**src/rtl/ex_mem_stage.sv**
```systemverilog
// EX/MEM pipeline register with stall/bubble/flush handling, multi-cycle
// accumulate state carried back to EX, a valid bit and a saturating bubble counter.
module ex_mem_stage #(
  parameter int DATA_W  = 32,
  parameter int REG_AW  = 5,
  parameter int CNT_W   = 2,
  parameter int STALL_W = 6,
  parameter int EX_IDX  = 3,
  parameter int MEM_IDX = 4,
  parameter int PERF_W  = 16
) (
  input  logic                  clk,
  input  logic                  rst,
  input  logic [STALL_W-1:0]    stall,
  input  logic                  flush,
  input  logic [REG_AW-1:0]     ex_wd,
  input  logic                  ex_wreg,
  input  logic [DATA_W-1:0]     ex_wdata,
  input  logic [DATA_W-1:0]     ex_hi,
  input  logic [DATA_W-1:0]     ex_lo,
  input  logic                  ex_hilo,
  input  logic [2*DATA_W-1:0]   ex_hilo_tmp,
  input  logic [CNT_W-1:0]      ex_cnt,
  output logic [REG_AW-1:0]     mem_wd,
  output logic                  mem_wreg,
  output logic [DATA_W-1:0]     mem_wdata,
  output logic [DATA_W-1:0]     mem_hi,
  output logic [DATA_W-1:0]     mem_lo,
  output logic                  mem_hilo,
  output logic                  mem_valid,
  output logic [2*DATA_W-1:0]   hilo_tmp_o,
  output logic [CNT_W-1:0]      cnt_o,
  output logic [PERF_W-1:0]     bubble_cnt
);

  // Increment that sticks at all-ones instead of wrapping.
  function automatic logic [PERF_W-1:0] sat_inc(input logic [PERF_W-1:0] v);
    return (&v) ? v : v + PERF_W'(1);
  endfunction

  logic ex_stall;
  logic mem_stall;
  logic unused_stall;

  // Only the EX and MEM stall bits matter here; the rest belong to other stages.
  assign ex_stall     = stall[EX_IDX];
  assign mem_stall    = stall[MEM_IDX];
  assign unused_stall = ^stall;

  logic [REG_AW-1:0]   wd_p1;
  logic                wreg_p1;
  logic [DATA_W-1:0]   wdata_p1;
  logic [DATA_W-1:0]   hi_p1;
  logic [DATA_W-1:0]   lo_p1;
  logic                hilo_p1;
  logic                vld_p1;
  logic [2*DATA_W-1:0] hilo_tmp_p1;
  logic [CNT_W-1:0]    cnt_p1;
  logic [PERF_W-1:0]   bubble_cnt_p1;

  // ---- EX -> MEM boundary ----

  // Instruction payload and valid: reset/flush clear, MEM stall holds,
  // EX stall injects a bubble, otherwise capture EX.
  always_ff @(posedge clk) begin
    if (rst || flush) begin
      wd_p1    <= '0;
      wreg_p1  <= 1'b0;
      wdata_p1 <= '0;
      hi_p1    <= '0;
      lo_p1    <= '0;
      hilo_p1  <= 1'b0;
      vld_p1   <= 1'b0;
    end else if (mem_stall) begin
      wd_p1    <= wd_p1;
      wreg_p1  <= wreg_p1;
      wdata_p1 <= wdata_p1;
      hi_p1    <= hi_p1;
      lo_p1    <= lo_p1;
      hilo_p1  <= hilo_p1;
      vld_p1   <= vld_p1;
    end else if (ex_stall) begin
      wd_p1    <= '0;
      wreg_p1  <= 1'b0;
      wdata_p1 <= '0;
      hi_p1    <= '0;
      lo_p1    <= '0;
      hilo_p1  <= 1'b0;
      vld_p1   <= 1'b0;
    end else begin
      wd_p1    <= ex_wd;
      wreg_p1  <= ex_wreg;
      wdata_p1 <= ex_wdata;
      hi_p1    <= ex_hi;
      lo_p1    <= ex_lo;
      hilo_p1  <= ex_hilo;
      vld_p1   <= 1'b1;
    end
  end

  // Accumulate state: kept only while EX is stalled mid multi-cycle op, so the
  // partial result comes back to EX next cycle; any other advance starts clean.
  always_ff @(posedge clk) begin
    if (rst || flush) begin
      hilo_tmp_p1 <= '0;
      cnt_p1      <= '0;
    end else if (mem_stall) begin
      hilo_tmp_p1 <= hilo_tmp_p1;
      cnt_p1      <= cnt_p1;
    end else if (ex_stall) begin
      hilo_tmp_p1 <= ex_hilo_tmp;
      cnt_p1      <= ex_cnt;
    end else begin
      hilo_tmp_p1 <= '0;
      cnt_p1      <= '0;
    end
  end

  // Bubble counter: counts only inserted bubbles; flush and hold leave it alone.
  always_ff @(posedge clk) begin
    if (rst) begin
      bubble_cnt_p1 <= '0;
    end else if (!flush && !mem_stall && ex_stall) begin
      bubble_cnt_p1 <= sat_inc(bubble_cnt_p1);
    end
  end

  assign mem_wd     = wd_p1;
  assign mem_wreg   = wreg_p1;
  assign mem_wdata  = wdata_p1;
  assign mem_hi     = hi_p1;
  assign mem_lo     = lo_p1;
  assign mem_hilo   = hilo_p1;
  assign mem_valid  = vld_p1;
  assign hilo_tmp_o = hilo_tmp_p1;
  assign cnt_o      = cnt_p1;
  assign bubble_cnt = bubble_cnt_p1;

endmodule

```
**config.mk**
```make
export PLATFORM = sky130hd
export DESIGN_NAME = ex_mem_stage
export DESIGN_NICKNAME = d
export VERILOG_FILES = /design/src/rtl/ex_mem_stage.sv
export SDC_FILE = /design/constraint.sdc
export NUM_CORES = 1
export LEC_CHECK = 0
export ABC_AREA = 1
export CORE_AREA = 5 5 138 140
export CTS_CLUSTER_SIZE = 28
export DETAILED_ROUTE_END_ITERATION = 12
export DIE_AREA = 0 0 143 145
export PLACE_DENSITY_LB_ADDON = 0.1
export SYNTH_ARGS = -nofsm -noshare
export SYNTH_HDL_FRONTEND = slang
export SYNTH_SLANG_ARGS = --single-unit
```
**constraint.sdc**
```tcl
create_clock -name clk -period 2.4 [get_ports clk]
set_input_delay 0.36 -clock clk [delete_from_list [all_inputs] [get_ports clk]]
set_output_delay 0.36 -clock clk [all_outputs]
set_load 0.1 [all_outputs]
```
### Word-level counts from Yosys, hierarchy flattened

Index checks and enable logic that the tools add are counted.

| storage, ports and cells | value |
|---|---|
| register bits | 186 |
| bits of input ports | 178 |
| output and inout bits | 186 |

| operators by class | value |
|---|---|
| add/subtract/negate cells | 1 |
| muxes and demuxes | 9 |
| bitwise operators | 1 |
| reductions and logical operators | 7 |

Operators with widths:

| cell | number |
|---|---|
| $mux W32 | 3 |
| $mux W64 | 1 |
| $add A16 B1 Y16 const B | 1 |
| $reduce_and A16 Y1 | 1 |
| $mux W5 | 1 |
| $mux W1 | 3 |
| $logic_and A1 B1 Y1 | 2 |
| $logic_not A1 Y1 | 2 |
| $mux W2 | 1 |
| $reduce_and A2 Y1 | 1 |
| $logic_or A1 B1 Y1 | 1 |
| $not A1 Y1 | 1 |

### Longest topological paths before layout

| depth | value |
|---|---|
| depth after elaboration | 4 |
| depth in mapped cells | 9 |
| mapped depth without buffers | 9 |

### Least setup slack after synthesis

No wires, ideal clock.

| timing path | value |
|---|---|
| path type | register to register |
| from | reg bubble_cnt_p1[0] (netlist: bubble_cnt[0]) |
| to | reg bubble_cnt_p1[15] (netlist: bubble_cnt[15]) |
| library setup time | 0.119 ns |
| arrival | 2.095 ns |
| data required time | 2.281 ns |
| path slack | 0.186 ns |
| cell stages (with the launch flop) | 8 |
| cells stage by stage | dfxtp_1 ha_1 nand3_1 nor2_4 nand3_4 buf_6 a21oi_1 nor2_1 |

| between the ends | value |
|---|---|
| word-level cells in the longest chain between the ends | 3 |
| elaborated cells on any way between the ends | 4 |
| classes of those cells | add/sub (1); bitwise (1); reduce/logical (2) |

RTL lines:

| item | line | text |
|---|---|---|
| from (decl) | 59 | `logic [PERF_W-1:0] bubble_cnt_p1;` |
| from (signal assigned) | 124 | `bubble_cnt_p1 <= sat_inc(bubble_cnt_p1);` |
| parallel branches: the longest is 3 deep, another holds $add A16 B1 Y16 | - |  |

Several ways; the timed one is not identified.
A chain may end at the register's enable or synchronous reset.

### Worst setup path in the final report

| timing path | value |
|---|---|
| from | reg bubble_cnt_p1[2] (netlist: bubble_cnt[2]) |
| to | out bubble_cnt[2] |

RTL lines:

| item | line | text |
|---|---|---|
| to (decl) | 33 | `output logic [PERF_W-1:0] bubble_cnt` |

No word-level cell between the ends.

==> parameters.txt <==
Parameter                              Value

Clock tree
  Total number of H-tree levels    4
  Post-CTS resize count    0
  TritonCTS clock tree    yes
  Clock edge transition at the registers on the reported setup and hold paths    around 60 ps
  Number of sinks handled by clock tree synthesis    186
  Max Root-Sink Buffers    2
  Cell chosen for the clock root    sky130_fd_sc_hd__clkbuf_16
  CTS hold repair buffers    0
  Clock latency on the worst-skew pair    430 ps
  TritonCTS buffer count    17
  # Post-CTS Setup Buffers    0

Setup path
  Arrival time at the worst endpoint    1240 ps
  Max incr delay on CP    460 ps
  Cells along the critical path    buf_4
  Largest fanout of any net on the critical path    7
  Largest delay contributor family on the critical path    flip-flops
  Data required time at the worst endpoint    ~2000 ps
  Critical Path Source    bubble_cnt[2]
  Flop2flop setup slack    870 ps
  Reg-to-reg startpoint    bubble_cnt[0]
  Nature of the critical path startpoint    flop
  Setup Crit Path Kind    reg -> out
  Stages on worst setup path    1
  Endpoint of the most critical setup path    bubble_cnt[2]
  Worst r2r dst    bubble_cnt[15]
  Critical Path Slowest Stage Cell    sky130_fd_sc_hd__dfxtp_1
  Number of buffer and inverter stages on the critical path    1
  Category of the worst setup path capture point    primary output
  Logic depth of the worst register-to-register path    6

Synthesis
  YS warnings    0
  Cell type with the highest aggregate area in the netlist    sky130_fd_sc_hd__dfxtp_1
  Sequential share of the synthesized area    0.5437
  Net Count, Synth    1,085
  Share of the synthesized area in the top cell type    0.5437
  Synth Instances    906
  Synth area leaders    sky130_fd_sc_hd__dfxtp_1, sky130_fd_sc_hd__nand2_1, sky130_fd_sc_hd__a21oi_1
  Synth Area per Inst    around 7.6 sq um
  Count of unique library cells instantiated by Yosys    23
  Number of synthesized register bits    186
  Mapped Area    6849 sq um

Power
  Leak pwr    4.221 nW
  Internal Dissipation    4.911 mW
  Net switching component of the power    roughly 1.9 mW
  Areal power density over the cells    640.7 nW/um^2
  Overall power after layout    6.828 mW
  Power share of the sequential group    0.465
  Switch share    0.2807
  Logic pwr share    0.160
  Part of the total power dissipated in the clock network    0.375
  Maximum resistive drop on vdd    0.4744 mV

GRT
  Overflow after GRT    0
  Vias in the first global route    6,158
  Largest net degree at the start of global routing    120
  Wire length of the first global-routing pass    roughly 34,000 um
  Number of antenna violations at the first check in global routing    0
  Tot GR Track Use    0.2085

Die
  Height of the die    145 um
  Row cnt    slightly below 50
  Initial cell density of the core    0.3866
  Die outline area    slightly above 20,000 sq um
  Placeable core area    about 18,000 sq um
  Die X-Extent    143 um
  Number of top-level design ports    roughly 360

Drt
  Wire length on met3    around 2300 um
  Average vias per placed instance    4.668
  Routed Antenna Nets    0
  WL final    23,080 um
  Vias    6,899
  Top routing layer in use    met4
  Met2 Routed Length    11,360 um
  Drt initial violations    291
  Post-detailed-route wirelength per cell    15.62 um
  DR DRC count    0
  Routed metal-1 wirelength    8846 um
  Pre-Repair DR Iteration Count    4

STA
  Final clock skew    6.294 ps
  Final hold slack    about 270 ps
  Setup Viol. Count Final    0
  Final count of pins violating max slew    0
  Post-Route Setup TNS    0 ps
  Fin. Hold Viols    0
  RSZ-0062 raised after global routing    false
  Highest clock frequency the design can meet    roughly 630 MHz
  Fin crit period    1599 ps
  Worst-margin pin slew    ~540 ps
  Fraction of the cycle the final worst path needs    0.6662
  Worst slew slack as a fraction of its limit    0.6408

Hold path
  Class of the tightest hold or removal check    in -> reg
  Startpoint of the worst hold path    stall[4]

Cells and area
  Fraction of layout cells with a size suffix above 1    0.1970
  Area Overhead vs Synth    55.61%
  Antenna diode count    0
  Leading cell type in the layout, fill and taps excluded    sky130_fd_sc_hd__nand2_1
  Final net count    1,416
  Most frequent cells in the layout    sky130_fd_sc_hd__nand2_1, sky130_fd_sc_hd__buf_4, sky130_fd_sc_hd__dfxtp_1

Outcome
  Run status    finished clean

Placement
  DP HPWL    roughly 16,000 um
  Total of buffers placed on input and output ports    359
  Final weighted congestion of routability-driven global placement    0.8231

Run
  MaxCap Viol Count    0
-- Yosys cell counts, drive strengths merged --
cell,instances
nor2,55
and2,2
ha,1
a21oi,180
nand2,387
clkbuf,21
inv,16
dfxtp,186
nor3,1
o21ai,1
nand4,4
buf,36
nand3,16
-- worst min-delay path: cells and delay by family --
kind | cells | cell delay (ps)
compound gates | 1 | 60
buf+inv | 1 | 160
simple gates | 1 | 60
-- cells by family after synthesis --
family	after synthesis	synth area share
flops	186	0.5437
simple gates	465	0.2726
fa+ha+maj	1	0.001827
buf+inv	73	0.04969
compound gates	181	0.1323
-- final cells by class --
cell class	count	area (sq um)
Fill cell	1640	7061
Clock buffer	21	460.4
Multi-Input combinational cell	647	2793
Tap cell	229	286.5
Inverter	16	60.06
Sequential cell	186	3724
Clock inverter	10	71.32
Timing Repair Buffer	369	3263
-- state kept, by name, summed over array words and instances (netlist names) --
| name | cells |
|---|---|
| mem_wdata | 32 |
| mem_valid | 1 |
| mem_wreg | 1 |
| mem_hi | 32 |
| hilo_tmp_o | 64 |
| bubble_cnt | 16 |
| mem_wd | 5 |
| mem_hilo | 1 |
| mem_lo | 32 |
| cnt_o | 2 |
-- worst min-delay path by stage --
stage	to	slack, ps	depth (start not counted)
2_1_floorplan	bubble_cnt[12]	430	1
3_3_place_gp	mem_wdata[11]	440	2
3_5_place_dp	mem_wdata[11]	450	2
4_1_cts	mem_wdata[28]	240	3
5_1_grt	mem_wdata[28]	260	3
6_report	mem_wdata[28]	270	3
-- power by group through the flow --
stage	registers, mW	clock network (mW)	logic (mW)
after global routing	3.18	2.75	1.15
after global placement	3.24	0	1.10
after detailed placement	3.25	0	1.10
after floorplan	3.67	0	0.223
after CTS	3.18	2.63	1.10
final	3.18	2.56	1.09
-- stage by stage --
stage               setup slack (ps)  area [sq um]  instances    util
detailed placement             434.7         10130       1447  0.5715
floorplan                      186.2          6849        906       -
global route                   685.8         10660       1478  0.6015
CTS                            782.4         10660       1478  0.6015
global placement               500.0         10130       1447  0.5715
finish                         801.2         10660       1478  0.6015
-- per-layer routing --
layer | vias to the layer above | track usage
li1 | 3542 | -
met1 | 3069 | 0.2343
met2 | 252 | 0.3564
met3 | 36 | 0.07733
met4 | 0 | 0.08080
met5 | - | 0
Note: power is estimated with default switching activity, not from simulation.
